--- src/rtl/diag_hex_uart.sv ---
// diag_hex_uart: periodically snapshots four 12-bit ADC values and sends them
// as one ASCII line "HHH HHH HHH HHH\r\n" over an 8N1 UART transmitter.
module diag_hex_uart #(
  parameter int BAUD_DIV   = 417,
  parameter int PERIOD_CYC = 4800000
) (
  input  logic        clk,
  input  logic        reset_n,
  input  logic        en,
  input  logic [11:0] a0,
  input  logic [11:0] a1,
  input  logic [11:0] a2,
  input  logic [11:0] a3,
  output logic        tx,
  output logic        busy,
  output logic        ovr
);
  localparam int TW = $clog2(PERIOD_CYC + 1);
  localparam int BW = $clog2(BAUD_DIV + 1);
  localparam logic [TW-1:0] T_LAST = TW'(PERIOD_CYC - 1);
  localparam logic [BW-1:0] B_LAST = BW'(BAUD_DIV - 1);
  localparam logic [4:0]    C_LAST = 5'd16;   // LF is the 17th character

  typedef enum logic [1:0] {IDLE, START, DATA, STOP} state_t;

  state_t        state, state_nx;
  logic [TW-1:0] timer;
  logic [BW-1:0] baud_cnt;
  logic [2:0]    bit_cnt;
  logic [4:0]    char_idx;
  logic [11:0]   s0, s1, s2, s3;
  logic          trig, accept, bit_end;
  logic [11:0]   field;
  logic [3:0]    nib;
  logic [7:0]    char_byte;

  assign trig    = (timer == T_LAST);
  assign accept  = trig && en && (state == IDLE);
  assign bit_end = (baud_cnt == B_LAST);

  // Free-running frame timer, independent of en and transmitter activity
  always_ff @(posedge clk or negedge reset_n) begin
    if (!reset_n)     timer <= '0;
    else if (trig)    timer <= '0;
    else              timer <= timer + 1'b1;
  end

  // Sticky overrun: an enabled trigger arrived while a frame was in flight
  always_ff @(posedge clk or negedge reset_n) begin
    if (!reset_n)                          ovr <= 1'b0;
    else if (trig && en && state != IDLE)  ovr <= 1'b1;
  end

  // Snapshot inputs on the accepted trigger so the frame is self-consistent
  always_ff @(posedge clk or negedge reset_n) begin
    if (!reset_n) begin
      s0 <= '0; s1 <= '0; s2 <= '0; s3 <= '0;
    end else if (accept) begin
      s0 <= a0; s1 <= a1; s2 <= a2; s3 <= a3;
    end
  end

  // Baud, bit and character counters; all restart with a new frame
  always_ff @(posedge clk or negedge reset_n) begin
    if (!reset_n) begin
      baud_cnt <= '0;
      bit_cnt  <= '0;
      char_idx <= '0;
    end else if (accept) begin
      baud_cnt <= '0;
      bit_cnt  <= '0;
      char_idx <= '0;
    end else if (state != IDLE) begin
      baud_cnt <= bit_end ? '0 : baud_cnt + 1'b1;
      if (bit_end && state == DATA) bit_cnt <= bit_cnt + 1'b1;  // 7 wraps to 0
      if (bit_end && state == STOP && char_idx != C_LAST) char_idx <= char_idx + 1'b1;
    end
  end

  // FSM state register
  always_ff @(posedge clk or negedge reset_n) begin
    if (!reset_n) state <= IDLE;
    else          state <= state_nx;
  end

  // FSM next-state logic
  always_comb begin
    state_nx = state;
    case (state)
      IDLE:  if (accept) state_nx = START;
      START: if (bit_end) state_nx = DATA;
      DATA:  if (bit_end && bit_cnt == 3'd7) state_nx = STOP;
      STOP:  if (bit_end) state_nx = (char_idx == C_LAST) ? IDLE : START;
      default: state_nx = IDLE;
    endcase
  end

  // Character byte from snapshot: groups of four are (3 hex digits, separator)
  always_comb begin
    case (char_idx[3:2])
      2'd0:    field = s0;
      2'd1:    field = s1;
      2'd2:    field = s2;
      default: field = s3;
    endcase
    case (char_idx[1:0])
      2'd0:    nib = field[11:8];
      2'd1:    nib = field[7:4];
      2'd2:    nib = field[3:0];
      default: nib = 4'd0;
    endcase
    if (char_idx == C_LAST)          char_byte = 8'h0A;
    else if (char_idx == 5'd15)      char_byte = 8'h0D;
    else if (char_idx[1:0] == 2'd3)  char_byte = 8'h20;
    else if (nib < 4'd10)            char_byte = 8'h30 + {4'd0, nib};
    else                             char_byte = 8'h37 + {4'd0, nib};
  end

  // FSM outputs; tx is decoded from state so reset forces it high at once
  always_comb begin
    busy = (state != IDLE);
    case (state)
      START:   tx = 1'b0;
      DATA:    tx = char_byte[bit_cnt];
      default: tx = 1'b1;
    endcase
  end
endmodule

--- config.mk ---
export PLATFORM = sky130hd
export DESIGN_NAME = diag_hex_uart
export DESIGN_NICKNAME = d
export VERILOG_FILES = /design/src/rtl/diag_hex_uart.sv
export SDC_FILE = /design/constraint.sdc
export NUM_CORES = 1
export LEC_CHECK = 0
export CAP_MARGIN = 5
export CORE_ASPECT_RATIO = 0.8
export CORE_MARGIN = 5
export CORE_UTILIZATION = 40
export DETAILED_ROUTE_END_ITERATION = 16
export HOLD_SLACK_MARGIN = 0.12
export SLEW_MARGIN = 20
export SYNTH_ARGS = -nofsm -noshare
export SYNTH_HDL_FRONTEND = slang
export SYNTH_SLANG_ARGS = --single-unit
--- constraint.sdc ---
create_clock -name clk -period 3.9 [get_ports clk]
set_input_delay 0.975 -clock clk [delete_from_list [all_inputs] [get_ports clk]]
set_output_delay 0.975 -clock clk [all_outputs]
set_load 0.01 [all_outputs]
-- Yosys cells after proc, flatten, opt, wreduce, memory -nomap -nowiden
Cells that the tools add are included.
- add/subtract/negate cells: 6
- magnitude comparators: 2
- equality and inequality tests: 18
- multiplexer cells: 25
- reduce and logical (&&, ||, !) cells: 17
- operators with widths (cell ; number):
    12-bit one-hot mux with 3 select lines ; 1
    7-bit 2-to-1 mux ; 4
    9-bit 2-to-1 mux ; 3
    23-bit by 1-bit adder with 23-bit output, second input constant ; 1
    23-bit equality test, second input constant ; 1
    23-bit 2-to-1 mux ; 1
    5-bit 2-to-1 mux ; 3
    6-bit by 4-bit adder with 7-bit output, first input constant ; 2
    4-bit one-hot mux with 3 select lines ; 1
    2-bit equality test, second input constant ; 5
    9-bit by 1-bit adder with 9-bit output, second input constant ; 1
    9-bit equality test, second input constant ; 1
    3-bit 2-to-1 mux ; 3
    2-bit 2-to-1 mux ; 4
    2-bit one-hot mux with 4 select lines ; 1
    2-bit nonzero test ; 4
    1-bit logical AND ; 7
    2-bit by 1-bit equality test with 1-bit output, second input constant ; 3
    2-bit zero test ; 3
    2-bit inequality test, second input constant ; 3
    5-bit by 1-bit adder with 5-bit output, second input constant ; 1
    5-bit by 4-bit equality test with 1-bit output, second input constant ; 1
    5-bit equality test, second input constant ; 1
    5-bit inequality test, second input constant ; 1
    10 further kinds ; 12
- register bits after elaboration: 91
- output and inout bits: 3

-- Depth between registers and ports, before layout
Gate-level depths: netlist of run 1.
- word-level depth: 11
- gate-level depth with buffers: 13
- depth with buffers taken out: 13

-- Least setup slack after synthesis of run 1
OpenSTA, ideal clock, no wires.
- path kind: flip-flop to output port
- start point: register char_idx[0]
- end point: output tx
- data arrival time: 2.551 ns
- data required time: 2.925 ns
- slack: 0.374 ns
- cell stages (with the launch flop): 14
- buffers on the path: 0
- cells stage by stage: dfrtp_1 > inv_1 > ha_1 > a22oi_1 > a2bb2oi_1 > a21oi_1 > nor2_1 > or2_2 > ha_1 > nor3_1 > o31ai_1 > a21boi_1 > o211ai_1 > o21ai_1
- cells in the longest elaborated chain, start to end: 10
- elaborated cells between the ends (all ways): 17
- those cells by class: 2 x add/sub; 1 x order compare; 5 x eq/ne; 8 x mux; 1 x reduce/logical
- RTL lines (element ; RTL line ; text):
    start: declaration ; 30 ; logic [4:0] char_idx;
    start signal: assignment ; 76 ; if (bit_end && state == STOP && char_idx != C_LAST) char_idx <= char_idx + 1'b1;
    2-bit equality test (tied with other cells) ; 106 ; case (char_idx[1:0])
    4-bit one-hot mux with 3 select lines ; 106 ;
    6-bit by 4-bit adder with 7-bit output (tied with other cells) ; 116 ; else char_byte = 8'h37 + {4'd0, nib};
    7-bit 2-to-1 mux ; 115 ; else if (nib < 4'd10) char_byte = 8'h30 + {4'd0, nib};
    7-bit 2-to-1 mux ; 114 ; else if (char_idx[1:0] == 2'd3) char_byte = 8'h20;
    7-bit 2-to-1 mux ; 113 ; else if (char_idx == 5'd15) char_byte = 8'h0D;
    7-bit 2-to-1 mux (*) ; 112 ; if (char_idx == C_LAST) char_byte = 8'h0A;
    1-bit binary-select mux with 3-bit select (*) ; 124 ; DATA: tx = char_byte[bit_cnt];
    1-bit 2-to-1 mux (implied by the code) (*) ; 124 ;
    1-bit one-hot mux with 2 select lines (*) ; 122 ; case (state)
    end: declaration ; 14 ; output logic tx,
Every way passes the cells marked *; elsewhere a longest branch is shown, timed or not. The select of a mux whose other input is x is not followed.

-- Final worst setup path of run 1
- start point: register char_idx[2]
- end point: output tx
- cells in the longest elaborated chain, start to end: 11
- elaborated cells between the ends (all ways): 17
- those cells by class: 2 x add/sub; 1 x order compare; 4 x eq/ne; 9 x mux; 1 x reduce/logical
- RTL lines (element ; RTL line ; text):
    2-bit equality test (tied with other cells) ; 100 ; case (char_idx[3:2])
    12-bit one-hot mux with 3 select lines ; 100 ;
    4-bit one-hot mux with 3 select lines ; 106 ;
    6-bit by 4-bit adder with 7-bit output (tied with other cells) ; 116 ;
    7-bit 2-to-1 mux ; 115 ;
    7-bit 2-to-1 mux ; 114 ;
    7-bit 2-to-1 mux ; 113 ;
    7-bit 2-to-1 mux (*) ; 112 ;
    1-bit binary-select mux with 3-bit select (*) ; 124 ;
    1-bit 2-to-1 mux (implied by the code) (*) ; 124 ;
    1-bit one-hot mux with 2 select lines (*) ; 122 ;
Marked as above.

==> impl_metrics.ini, run 1 <==
[routing]
vias = 3437
drtPass1Iterations = 5
post-route-drc-count = 0
drt_first_iter_violations = 352
ant_nets = 0
wl_per_cell_um = 15.3
via_per_inst = 5.22
routed_wirelength_um = 10100

[critical_path]
worst_setup_path_end_kind = primary output
cp_max_fo = 6
startpoint_type = flip-flop
r2r-end = s3[3]
critical_path_required_ns = 2.92
r2r_start = timer[0]
cp_data_arrival_time_ns = 2.88
reg2reg_depth = 6
rrSetupSlack_ns = 1.23
critical_path_class = reg -> out

[synth]
syn_area_um2 = 4700
synth_cells = 419
synth.net_count = 485
synth_ff_type = dfrtp_1
synthDistinctLibCells = 61
avgSynthCellArea_um2 = 11.2
synth_seq_cells = 91
synth-edff-count = 0
ys_seq_area_share_pct = 48.4
ys_warn_count = 0
async_flop_share_pct = 100

[clock_tree]
cts_root_buf = clkbuf_16
cts_tree = yes
numClockSinks = 91
clockBufferDepth = 2
htreeDepth = 3
cts_made_buffers = 9
path_clk_slew_ns = 0.07
clock_latency_ns = 0.35

[global_routing]
grt_pass1_wl_um = 17300
grt_max_degree = 56
antenna_found_initial = 0
grt_pass1_vias = 3528
overflow = 0
grt_use_total_pct = 15.1

[sta]
maxSlewViolCount = 0
worst_pin_slew_ns = 0.879
finalSetupViolations = 0
skew_ns = 0.0107
slew_headroom_pct = 40.9
period_minus_slack_ns = 3.86
hold_violations = 0
fmax_mhz = 259
fin_hold_ws_ns = 0.474
rsz0062_at_grt = yes
fin_crit_sh_pct = 98.9

[power_and_ir_drop]
power_leakage_nw = 2.75
power_frac_comb_pct = 3.8
pwr-share-seq_pct = 50.7
internal_power_mw = 1.44
switching_share_pct = 22.7
pwr-share-clk_pct = 45.6
p_sw_mw = 0.423
power_density_nw_per_um2 = 309
worst_ir_drop_vdd_mv = 0.201

[worst_hold_path]
hp-class = reg -> reg
whs_path_depth = 1
min_to = timer[4]
hold_start = timer[4]

[die]
dieHeight_um = 107
start_util_pct = 40.8
coreArea_um2 = 11500
ioPinCount = 54
die_area_um2 = 14000
fp-row-count = 35
die_w_um = 131

[flow_run]
cap_violations = 0

[place]
place_congestion = 0.860
port_buffers = 53
placed_cells = 637
hpwl_um = 7370

[finish]
layout.cells.non_filler = 659
nets = 572
antenna_cells = 0
fillCellCount = 1016
drive_gt1_share_pct = 27.0
area_growth_pct = 27.9
fin_util_pct = 52.3

[outcome]
status = complete, no violations
-- synthesized netlist by cell type (all sizes together) (2+ instances only) --
master | number | share of area [%]
a211o | 2 | 0.37
a21bo | 2 | 0.43
a21o | 2 | 0.32
a21oi | 6 | 0.64
a22oi | 2 | 0.32
a2bb2oi | 2 | 0.37
and2 | 2 | 0.27
and3 | 9 | 1.2
and4 | 2 | 0.37
buf | 8 | 1.0
clkbuf | 8 | 0.64
dfrtp | 91 | 48
ha | 15 | 4.0
inv | 10 | 0.80
mux2 | 58 | 14
mux2i | 8 | 1.7
mux4 | 3 | 1.4
nand2 | 31 | 2.5
nand2b | 4 | 0.53
nand3 | 14 | 1.6
nand3b | 2 | 0.32
nand4 | 7 | 0.93
nor2 | 39 | 3.1
nor2b | 3 | 0.40
nor3 | 2 | 0.21
nor3b | 2 | 0.32
nor4 | 4 | 0.66
nor4b | 2 | 0.37
nor4bb | 2 | 0.43
o211ai | 4 | 0.64
o21ai | 20 | 2.1
o31ai | 4 | 0.64
or2 | 2 | 0.27
or3 | 2 | 0.27
xnor2 | 10 | 1.9
xor2 | 16 | 3.0
-- layer usage --
layer  wire [um]  GRT usage [%]
met1        5070           22.2
met2        4490           21.6
met3         451           4.64
met4          76           3.74
met5           0              0
-- through the flow --
stage / area (um^2) / power (mW) / TNS [ns] / worst slack [ns]
2_1_floorplan: 4700 / 0.962 / 0 / 0.374
6_report: 6020 / 1.86 / 0 / 0.0430
3_5_place_dp: 5600 / 1.03 / -0.0972 / -0.0972
4_1_cts: 5930 / 1.89 / 0 / 0.000578
5_1_grt: 6020 / 1.94 / -0.161 / -0.161
3_3_place_gp: 5600 / 1.03 / -0.108 / -0.108
-- cell type report --
class	instances	area [um^2]	share of cell area [%]
inverter	10	37.5	0.624
clock inverter	7	70.1	1.16
timing repair buffer	92	843	14.0
clock buffer	9	225	3.74
sequential	91	2280	37.9
multi-input combinational	302	2380	39.5
tap	148	185	3.08
-- worst max-delay path: stages, from the launching register on --
cell	delay [ns]
dfrtp_1	0.37
buf_6	0.14
mux4_2	0.53
a22oi_2	0.20
a21o_1	0.19
ha_1	0.24
nor3_1	0.20
o31ai_1	0.10
a21boi_1	0.16
o211ai_1	0.12
o21ai_1	0.15
buf_2	0.15
-- power groups by stage --
stage	Sequential, mW	Clock (mW)	Combinational, mW
5_1_grt	0.943	0.919	0.0781
6_report	0.943	0.848	0.0702
3_3_place_gp	0.961	0	0.0714
2_1_floorplan	0.962	0	0.000429
4_1_cts	0.943	0.879	0.0725
3_5_place_dp	0.961	0	0.0722
-- cell families (layout without fill, tap and decap cells) --
logic type,count (synthesis),in the layout,synth area share (%)
buf+inv,26,118,2.47
xor+xnor,26,26,4.84
simple gates,133,133,14.5
flops,91,91,48.4
compound gates,59,59,8.64
fa+ha+maj,15,15,3.99
mux,69,69,17.1
-- layout by cell type, fill, tap and decap left out, types with 3 or more instances in the layout --
cell type        Yosys  layout
a21oi_1              6       5
and3_1               9       8
buf_4                1      35
buf_6                1       4
clkbuf_16            0       9
clkdlybuf4s50_1      0      51
dfrtp_1             91      90
ha_1                15      12
inv_1               10       8
mux2_2              57      56
mux2i_1              8       8
mux4_2               3       3
nand2_1             31      31
nand2b_1             4       4
nand3_1             13      13
nand4_1              7       7
nor2_1              39      39
nor2b_1              3       3
nor4_1               3       3
o211ai_1             4       4
o21ai_0             19      18
o31ai_1              4       4
xnor2_1             10      10
xor2_1              16      16
-- flip-flops by register name, indices dropped and copies added, names as in the netlist --
register	cells
char_idx	5
s3	12
state	2
s2	12
s1	12
timer	23
bit_cnt	3
baud_cnt	9
s0	12
ovr	1
-- worst max path at each step --
stage          depth (start not counted)   startpoint  end
2_1_floorplan                         13  char_idx[0]   tx
3_3_place_gp                          11  char_idx[0]   tx
3_5_place_dp                          11  char_idx[0]   tx
4_1_cts                               10  char_idx[2]   tx
5_1_grt                               11  char_idx[2]   tx
6_report                              11  char_idx[2]   tx
-- what timing repair did --
item,CTS,global route
setup buffers,1,5
resized for setup,13,12
pin swaps,6,12
setup endpoints to repair,1,1
hold buffers,0,0
Note: power is estimated with default switching activity, not from simulation.
==> inputs of run 2 (changes only) <==
==> constraint.sdc (replaced) <==
create_clock -name clk -period 3.9 [get_ports clk]
set_input_delay 0.975 -clock clk [delete_from_list [all_inputs] [get_ports clk]]
set_output_delay 0.975 -clock clk [all_outputs]
set_load 0.1 [all_outputs]
==> run 2 against run 1 <==
Effect of this change: the run now ends with negative setup slack left; die area unchanged; power increased by 2.5%; non-clock buffer count shrank 10; critical path type unchanged; critical endpoint unchanged; largest power group unchanged; highest routed layer unchanged.
==> impl_metrics.ini, run 2 (synthesis gave the netlist of run 1 again) <==
[outcome]
status = finished with violations
violations = negative setup slack

[routing]
drt_first_iter_violations = 232
drtPass1Iterations = 4
via_per_inst = 5.30
routed_wirelength_um = 10200
post-route-drc-count = 0
wl_per_cell_um = 15.7
vias = 3438
ant_nets = 0

[power_and_ir_drop]
p_total_mw = 1.91
worst_ir_drop_vdd_mv = 0.169
power_leakage_nw = 2.71
power_density_nw_per_um2 = 316

[clock_tree]
cts_made_buffers = 9
cts_root_buf = clkbuf_16
clockBufferDepth = 2
clock_latency_ns = 0.33
numClockSinks = 91
htreeDepth = 3
cts_tree = yes
path_clk_slew_ns = 0.07

[sta]
finalSetupTns_ns = -0.0862
skew_ns = 0.00840
period_minus_slack_ns = 3.99
fin_crit_sh_pct = 102
slew_headroom_pct = 35.4
maxSlewViolCount = 0
rsz0062_at_grt = yes
fin_ws_ns = -0.0862
worst_pin_slew_ns = 0.966
finalSetupViolations = 1
hold_violations = 0
fmax_mhz = 251

[place]
place_congestion = 0.835
hpwl_um = 7250
port_buffers = 53
pre_cts_ws_ns = -0.111

[die]
start_util_pct = 40.8
die_w_um = 131
dieHeight_um = 107
fp-row-count = 35
ioPinCount = 54
coreArea_um2 = 11500
die_area_um2 = 14000

[global_routing]
use_met3_pct = 3.28
grt_pass1_vias = 3481
antenna_found_initial = 0
grt_pass1_wl_um = 17300
grt_max_degree = 70
grtUsageMet2_pct = 22.3
use_met1_pct = 21.7
overflow = 0
grt_use_total_pct = 14.9
grt.busiest_layer = met2

[finish]
layout_common_cells = dfrtp_1 (88), mux2_2 (57), clkdlybuf4s50_1 (50)
regMostFlops = timer
largest_register_ff_count = 23
mostFrequentLayoutCell = dfrtp_1
fillCellCount = 1019
multi_input_area_um2 = 2430
drive_gt1_share_pct = 27.5
seq_area_um2 = 2280
fin_util_pct = 52.4
antenna_cells = 0
nets = 562
area_growth_pct = 28.3

[flow_run]
cap_violations = 0

[critical_path]
cp_data_arrival_time_ns = 3.01
critical_path_required_ns = 2.92
critical_path_class = reg -> out
startpoint_type = flip-flop
cp_max_fo = 8
worst_setup_path_end_kind = primary output

[worst_hold_path]
hp-class = reg -> reg
==> run 2: changes by cell type in the layout (fill, tap and decap cells not counted), moves of 2 or more <==
cell and change:
and2_1 +2, and2_4 -2, buf_12 +2, buf_4 -9, clkbuf_8 +2, dfrtp_1 -2, dfrtp_2 +2, inv_8 -2
o31ai_1 -2, o31ai_2 +2
==> run 2: timing repair <==
| item | 4_1_cts | 5_1_grt |
|---|---|---|
| hold endpoints to repair | 0 | 0 |
| pin swaps | 6 | 10 |
| gates resized for setup | 13 | 14 |
| setup endpoints to repair | 1 | 1 |
| buffers inserted | 7 | 7 |
| hold buffers | 0 | 0 |
==> run 2: worst max-delay path, cell delays in order, from the launching register on <==
cell	delay, ns
dfrtp_2	0.45
buf_6	0.17
buf_6	0.14
mux2_2	0.34
o211ai_1	0.18
buf_4	0.16
nand3_4	0.09
or4b_4	0.50
a21boi_2	0.14
o211ai_1	0.13
o21ai_4	0.19
buf_12	0.19
==> run 2: final timing paths <==
| check | endpoint | start | slack (ns) | depth (start not counted) |
|---|---|---|---|---|
| setup reg to reg | s3[7] | timer[0] | 1.15 | 7 |
| max in group asynchronous | baud_cnt[8] | reset_n | 2.42 | 2 |
| hold / removal | ovr | ovr | 0.48 | 1 |
| setup / recovery | tx | char_idx[2] | -0.09 | 11 |
| hold reg to reg | ovr | ovr | 0.48 | 1 |
| min in group asynchronous | s2[4] | reset_n | 0.75 | 1 |
==> run 2: power by group <==
group	total [mW]	switching, mW	internal (mW)
registers	0.944	0	0.944
clock network	0.895	0.361	0.534
logic	0.0699	0.0253	0.0446
==> run 2: layout make-up <==
class | instances | area share [%]
inverters | 10 | 0.622
flip-flops and latches | 91 | 37.8
clock buffers | 11 | 4.19
multi-input cells | 302 | 40.3
clock inverters | 5 | 0.954
repair buffers | 82 | 13.1
well taps | 148 | 3.07
==> run 2: stage by stage <==
stage,std cells,hold slack [ns],cell area (um^2)
CTS,642,0.479,5910
finish,649,0.477,6030
detailed placement,619,0.463,5490
floorplan,419,0.439,4720
global placement,619,0.455,5490
global route,649,0.489,6030
==> run 2: metal layers <==
metal / wire length [um] / part of all wire [%] / up-vias
met5: 0 / 0 / -
met4: 99 / 0.97 / 0
li1: - / - / 1656
met2: 4610 / 45 / 63
met3: 385 / 3.8 / 9
met1: 5100 / 50 / 1710
